--- config.mk ---
export PLATFORM = sky130hd
export DESIGN_NAME = fetch_stage_flat
export DESIGN_NICKNAME = d
export VERILOG_FILES = /design/src/rtl/fetch_stage_if.sv /design/src/rtl/fetch_stage.sv /design/src/flat_wrapper.sv
export SDC_FILE = /design/constraint.sdc
export NUM_CORES = 1
export LEC_CHECK = 0
export BUFFER_PORTS_ARGS = -buffer_cell sky130_fd_sc_hd__buf_2
export CORE_AREA = 2 2 123 125
export CTS_BUF_LIST = sky130_fd_sc_hd__clkbuf_16
export CTS_CLUSTER_DIAMETER = 80
export DETAILED_ROUTE_END_ITERATION = 7
export DIE_AREA = 0 0 125 127
export HOLD_SLACK_MARGIN = 0.02
export MAX_ROUTING_LAYER = met4
export PLACE_DENSITY = 0.89
export SYNTH_ARGS = -nofsm -noshare
export SYNTH_HDL_FRONTEND = slang
export SYNTH_SLANG_ARGS = --single-unit
--- constraint.sdc ---
create_clock -name clk -period 6.6 [get_ports clk]
set_input_delay 1.32 -clock clk [delete_from_list [all_inputs] [get_ports clk]]
set_output_delay 1.32 -clock clk [all_outputs]
set_load 0.01 [all_outputs]
--- src/rtl/fetch_stage_if.sv ---
// Fetch-stage bundle: instruction-memory port, redirect from execute,
// and the valid/ready queue-head handshake toward decode.
interface fetch_stage_if;
    logic [31:0] pc;
    logic [31:0] inst;
    logic        redirect;
    logic [31:0] redirect_pc;
    logic        id_valid;
    logic        id_ready;
    logic [31:0] id_pc;
    logic [31:0] id_inst;
    logic [31:0] id_pc_plus4;

    modport master (
        output pc, id_valid, id_pc, id_inst, id_pc_plus4,
        input  inst, redirect, redirect_pc, id_ready
    );

    modport slave (
        input  pc, id_valid, id_pc, id_inst, id_pc_plus4,
        output inst, redirect, redirect_pc, id_ready
    );
endinterface

--- src/rtl/fetch_stage.sv ---
// Instruction fetch: registered PC into combinational imem, {pc, inst} pairs
// buffered in a small FIFO toward decode; redirects flush and retarget the PC.
module fetch_stage #(
    parameter logic [31:0] RESET_PC = 32'h0000_0000,
    parameter int          DEPTH    = 2
) (
    input  logic          clk,
    input  logic          rst_n,
    fetch_stage_if.master fif
);
    typedef struct packed {
        logic [31:0] pc;
        logic [31:0] inst;
    } entry_t;

    localparam int PTR_W = $clog2(DEPTH);
    localparam int CNT_W = $clog2(DEPTH + 1);

    entry_t             mem [DEPTH];
    entry_t             head;
    logic [PTR_W-1:0]   rd_ptr, wr_ptr;
    logic [CNT_W-1:0]   count;
    logic [31:0]        pc_q;
    logic               id_valid, full, deq, enq;

    assign id_valid = (count != '0);
    assign full     = (count == CNT_W'(DEPTH));
    assign deq      = id_valid && fif.id_ready;
    // A full queue can still take a new word when the head leaves on the same edge.
    assign enq      = !fif.redirect && (!full || deq);

    always_ff @(posedge clk or negedge rst_n) begin
        if (!rst_n) begin
            pc_q   <= RESET_PC;
            rd_ptr <= '0;
            wr_ptr <= '0;
            count  <= '0;
        end else if (fif.redirect) begin
            pc_q   <= {fif.redirect_pc[31:2], 2'b00};
            rd_ptr <= '0;
            wr_ptr <= '0;
            count  <= '0;
        end else begin
            if (enq) begin
                wr_ptr <= wr_ptr + PTR_W'(1);
                pc_q   <= pc_q + 32'd4;
            end
            if (deq)
                rd_ptr <= rd_ptr + PTR_W'(1);
            if (enq && !deq)
                count <= count + CNT_W'(1);
            else if (deq && !enq)
                count <= count - CNT_W'(1);
        end
    end

    // Storage needs no reset: head outputs are masked while the queue is empty.
    always_ff @(posedge clk) begin
        if (enq)
            mem[wr_ptr] <= '{pc: pc_q, inst: fif.inst};
    end

    assign head            = mem[rd_ptr];
    assign fif.pc          = pc_q;
    assign fif.id_valid    = id_valid;
    assign fif.id_pc       = id_valid ? head.pc           : '0;
    assign fif.id_inst     = id_valid ? head.inst         : '0;
    assign fif.id_pc_plus4 = id_valid ? head.pc + 32'd4   : '0;
endmodule

--- src/flat_wrapper.sv ---
// flat-port wrapper written by rule: the top's interface ports become plain ports
module fetch_stage_flat 
#(
    parameter logic [31:0] RESET_PC = 32'h0000_0000,
    parameter int          DEPTH    = 2
)
  (clk, rst_n, fif_pc, fif_id_valid, fif_id_pc, fif_id_inst, fif_id_pc_plus4, fif_inst, fif_redirect, fif_redirect_pc, fif_id_ready);
  fetch_stage_if fif_i ();
  input  logic clk;
  input  logic rst_n;
  output wire logic [$bits(fif_i.pc)-1:0] fif_pc;
  output wire logic [$bits(fif_i.id_valid)-1:0] fif_id_valid;
  output wire logic [$bits(fif_i.id_pc)-1:0] fif_id_pc;
  output wire logic [$bits(fif_i.id_inst)-1:0] fif_id_inst;
  output wire logic [$bits(fif_i.id_pc_plus4)-1:0] fif_id_pc_plus4;
  input wire logic [$bits(fif_i.inst)-1:0] fif_inst;
  input wire logic [$bits(fif_i.redirect)-1:0] fif_redirect;
  input wire logic [$bits(fif_i.redirect_pc)-1:0] fif_redirect_pc;
  input wire logic [$bits(fif_i.id_ready)-1:0] fif_id_ready;
  assign fif_pc = fif_i.pc;
  assign fif_id_valid = fif_i.id_valid;
  assign fif_id_pc = fif_i.id_pc;
  assign fif_id_inst = fif_i.id_inst;
  assign fif_id_pc_plus4 = fif_i.id_pc_plus4;
  assign fif_i.inst = fif_inst;
  assign fif_i.redirect = fif_redirect;
  assign fif_i.redirect_pc = fif_redirect_pc;
  assign fif_i.id_ready = fif_id_ready;
  fetch_stage #(.RESET_PC(RESET_PC), .DEPTH(DEPTH)) u_core (.clk(clk), .rst_n(rst_n), .fif(fif_i));
endmodule
==> results.yml <==
critical_path:
  max_stage_delay_ns: 0.80
  cp_max_fo: 70
  cp_slowest_cell: "buf_4"
  cp-start-kind: "register"
  end_kind: "output port"
  crit_family: "simple AND/OR/NAND/NOR gates"
  critical_path_required_ns: 5.28
  cp.arrival_ns: 3.77
  crit_buf_inv: 2
  crit_chain: "buf_4, a32oi_1, or4_1, nor4_1, mux2_2, buf_2"
  path_class: "register to output port"
timing:
  setup_viol: 0
  finClkSkew_ns: 0.004664
  rsz0062_at_grt: "no"
  fin_crit_sh: 0.7718
  fmax_mhz: 196.3
  hold_viol: 0
  relSlewSlack: 0.3895
  finalMaxSlewViolations: 0
  worstMarginPinSlew_ns: 0.9124
  tns_ns: 0
  fin_crit_ns: 5.094
  hold_ws_ns: 0.5200
drt:
  drc: 0
  wl_mm: 17.40
  routed_via_density: 5.578
  vias: 5662
  drt-initial-drc-count: 408
  ant_nets: 0
  firstDrtPassIters: 5
  wire_per_inst_um: 17.14
synthesis:
  mappedNetlistArea_sq_mm: 0.007540
  avgSynthCellArea_sq_um: 11.89
  synthCells: 634
  synth_top_flop_cell: "edfxtp_1"
  yosys_warnings: 0
  ys_types: 52
  ys_async_sr_fraction: 0.2152
  synth_seq_cells: 158
  seq_area_frac_synth: 0.6067
  synth_edf_count: 124
finish:
  final_common_cell: "buf_2"
  fillers: 1145
  final_layout_size_suffix_gt1_frac: 0.2960
  design_area_sq_mm: 0.009249
  fin_nets: 888
  area_growth_pct: 22.67
  num_antenna_cells: 0
  final_cell_mix: "188 x buf_2, 124 x edfxtp_1, 83 x nor2_1"
worst_hold_path:
  hold_class: "register to register"
clock_network:
  cts_sinks: 158
  clock_path_buffers: 2
  cts_resized: 0
  clock_latency_ns: 0.42
  cts_tree: "yes"
  cts-root-buf: "clkbuf_16"
  clkTransAtPathRegs_ns: 0.06
  hold_buffers: 0
  htreeDepth: 4
  post_cts_buffers: 0
  cts_buffers: 17
global_route:
  antenna_found_initial: 0
  met1_usage: 0.2742
  track_usage: 0.2239
  grt-busiest-layer: "met2"
  use_met2: 0.3664
  met3_usage: 0.04229
  grt_pass1_wl_mm: 27.07
  grt_pass1_vias: 5316
  gr-total-overflow: 0
  grt_max_degree: 79
placed_design:
  dp_hpwl_mm: 12.06
  globalplace.congestion: 0.8909
  placed_area_sq_mm: 0.008638
  port_buffers: 188
floorplan:
  ios: 197
  dieArea_sq_mm: 0.01588
  start_util: 0.5227
  die_y_um: 127
  row_count: 44
  die_w_um: 125
  core_sq_mm: 0.01442
power_and_ir_drop:
  p_leak_uw: 0.003683
  peakVddDrop_mv: 0.1640
  total_power_uw: 2740
  p_per_area_mw_per_mm2: 296.2
job:
  max_cap_viol_count: 0
status:
  status: "completed"
-- worst paths after layout --
| kind | from | to | slack [ns] | cells after the start |
|---|---|---|---|---|
| worst max-delay path | u_core.rd_ptr | fif_id_pc_plus4[28] | 1.51 | 6 |
| worst min-delay path | u_core.fif.pc[30] | u_core.mem[0][62] | 0.52 | 0 |
| worst max register to register | u_core.count[0] | u_core.rd_ptr | 4.13 | 6 |
| worst min register to register | u_core.fif.pc[30] | u_core.mem[0][62] | 0.52 | 0 |
| max in group asynchronous | rst_n | u_core.rd_ptr | 5.03 | 1 |
| min in group asynchronous | rst_n | u_core.fif.pc[30] | 0.98 | 1 |
-- kinds of logic (layout without fill, tap and decap cells) --
logic type,Yosys count,in the layout,synth area share
compound gates,70,70,0.06007
xor+xnor,43,43,0.04995
fa+ha+maj,2,2,0.003318
buf+inv,43,235,0.02672
flops,158,158,0.6067
mux,66,66,0.08928
other cells,1,6,0.0004974
simple gates,251,251,0.1635
-- metrics by stage --
step                worst slack (ns)  utilization  instances
global placement               1.957       0.5989        983
floorplan                    0.05232            -        639
detailed placement             1.903       0.5989        983
CTS                            1.452       0.6412       1015
finish                         1.506       0.6412       1015
global route                   1.246       0.6412       1015
-- final cells by class --
| cell class | count | area [sq um] | share of cell area |
|---|---|---|---|
| Clock buffer | 17 | 425.4 | 0.04600 |
| Clock inverter | 15 | 185.2 | 0.02002 |
| Inverter | 8 | 30.03 | 0.003247 |
| Multi-Input combinational cell | 438 | 2806 | 0.3034 |
| Sequential cell | 158 | 4578 | 0.4950 |
| Tap cell | 184 | 230.2 | 0.02489 |
| Timing Repair Buffer | 195 | 993.5 | 0.1074 |
-- synth_stat cells (2+ instances only) --
master	number	area share
a31oi_1	2	0.0017
o311ai_0	2	0.0023
o21ai_0	37	0.025
a211oi_1	2	0.0020
inv_1	8	0.0040
nor4_2	2	0.0033
dfrtp_1	34	0.11
nand4_1	21	0.017
o21a_1	3	0.0030
ha_1	2	0.0033
buf_2	8	0.0053
a32oi_1	3	0.0035
nor3b_1	2	0.0020
nand3_1	17	0.011
o22ai_1	2	0.0017
and2_1	11	0.0091
o31ai_1	4	0.0040
nand2_1	63	0.031
or4_1	2	0.0020
nor2b_1	6	0.0050
nand2b_1	2	0.0017
and3_1	4	0.0033
nor2_1	84	0.042
a22oi_1	3	0.0030
mux2_2	6	0.0090
a21oi_1	6	0.0040
xor2_1	28	0.033
xnor2_1	15	0.017
clkbuf_1	18	0.0090
buf_4	8	0.0080
nand4b_1	5	0.0058
edfxtp_1	124	0.49
mux2i_1	58	0.077
nor4_1	3	0.0025
and4_1	3	0.0035
nand3b_1	5	0.0050
nor3_1	16	0.011
-- report_power, final --
group / switching, uW / internal (uW)
combinational: 302 / 194
clock: 399 / 602
sequential: 72.4 / 1170
total: 774 / 1970
-- flip-flops by register name, summed over array words and instances (netlist names) --
| name | cells |
|---|---|
| u_core.count | 2 |
| u_core.fif.pc | 30 |
| u_core.mem | 124 |
| u_core.rd_ptr | 1 |
| u_core.wr_ptr | 1 |
-- worst reg2reg max path, stage by stage (launching register included) --
cell     delay [ns]
dfrtp_1        0.47
nor2_4         0.13
buf_4          0.63
inv_1          0.58
nand2_1        0.25
xor2_1         0.20
nor2_1         0.07
-- per-layer routing --
metal	routed length, um	share of wire
met5	0	0
met3	924	0.053
met2	8742	0.50
met4	527	0.030
met1	7206	0.41
(Power assumes the default switching activity.)
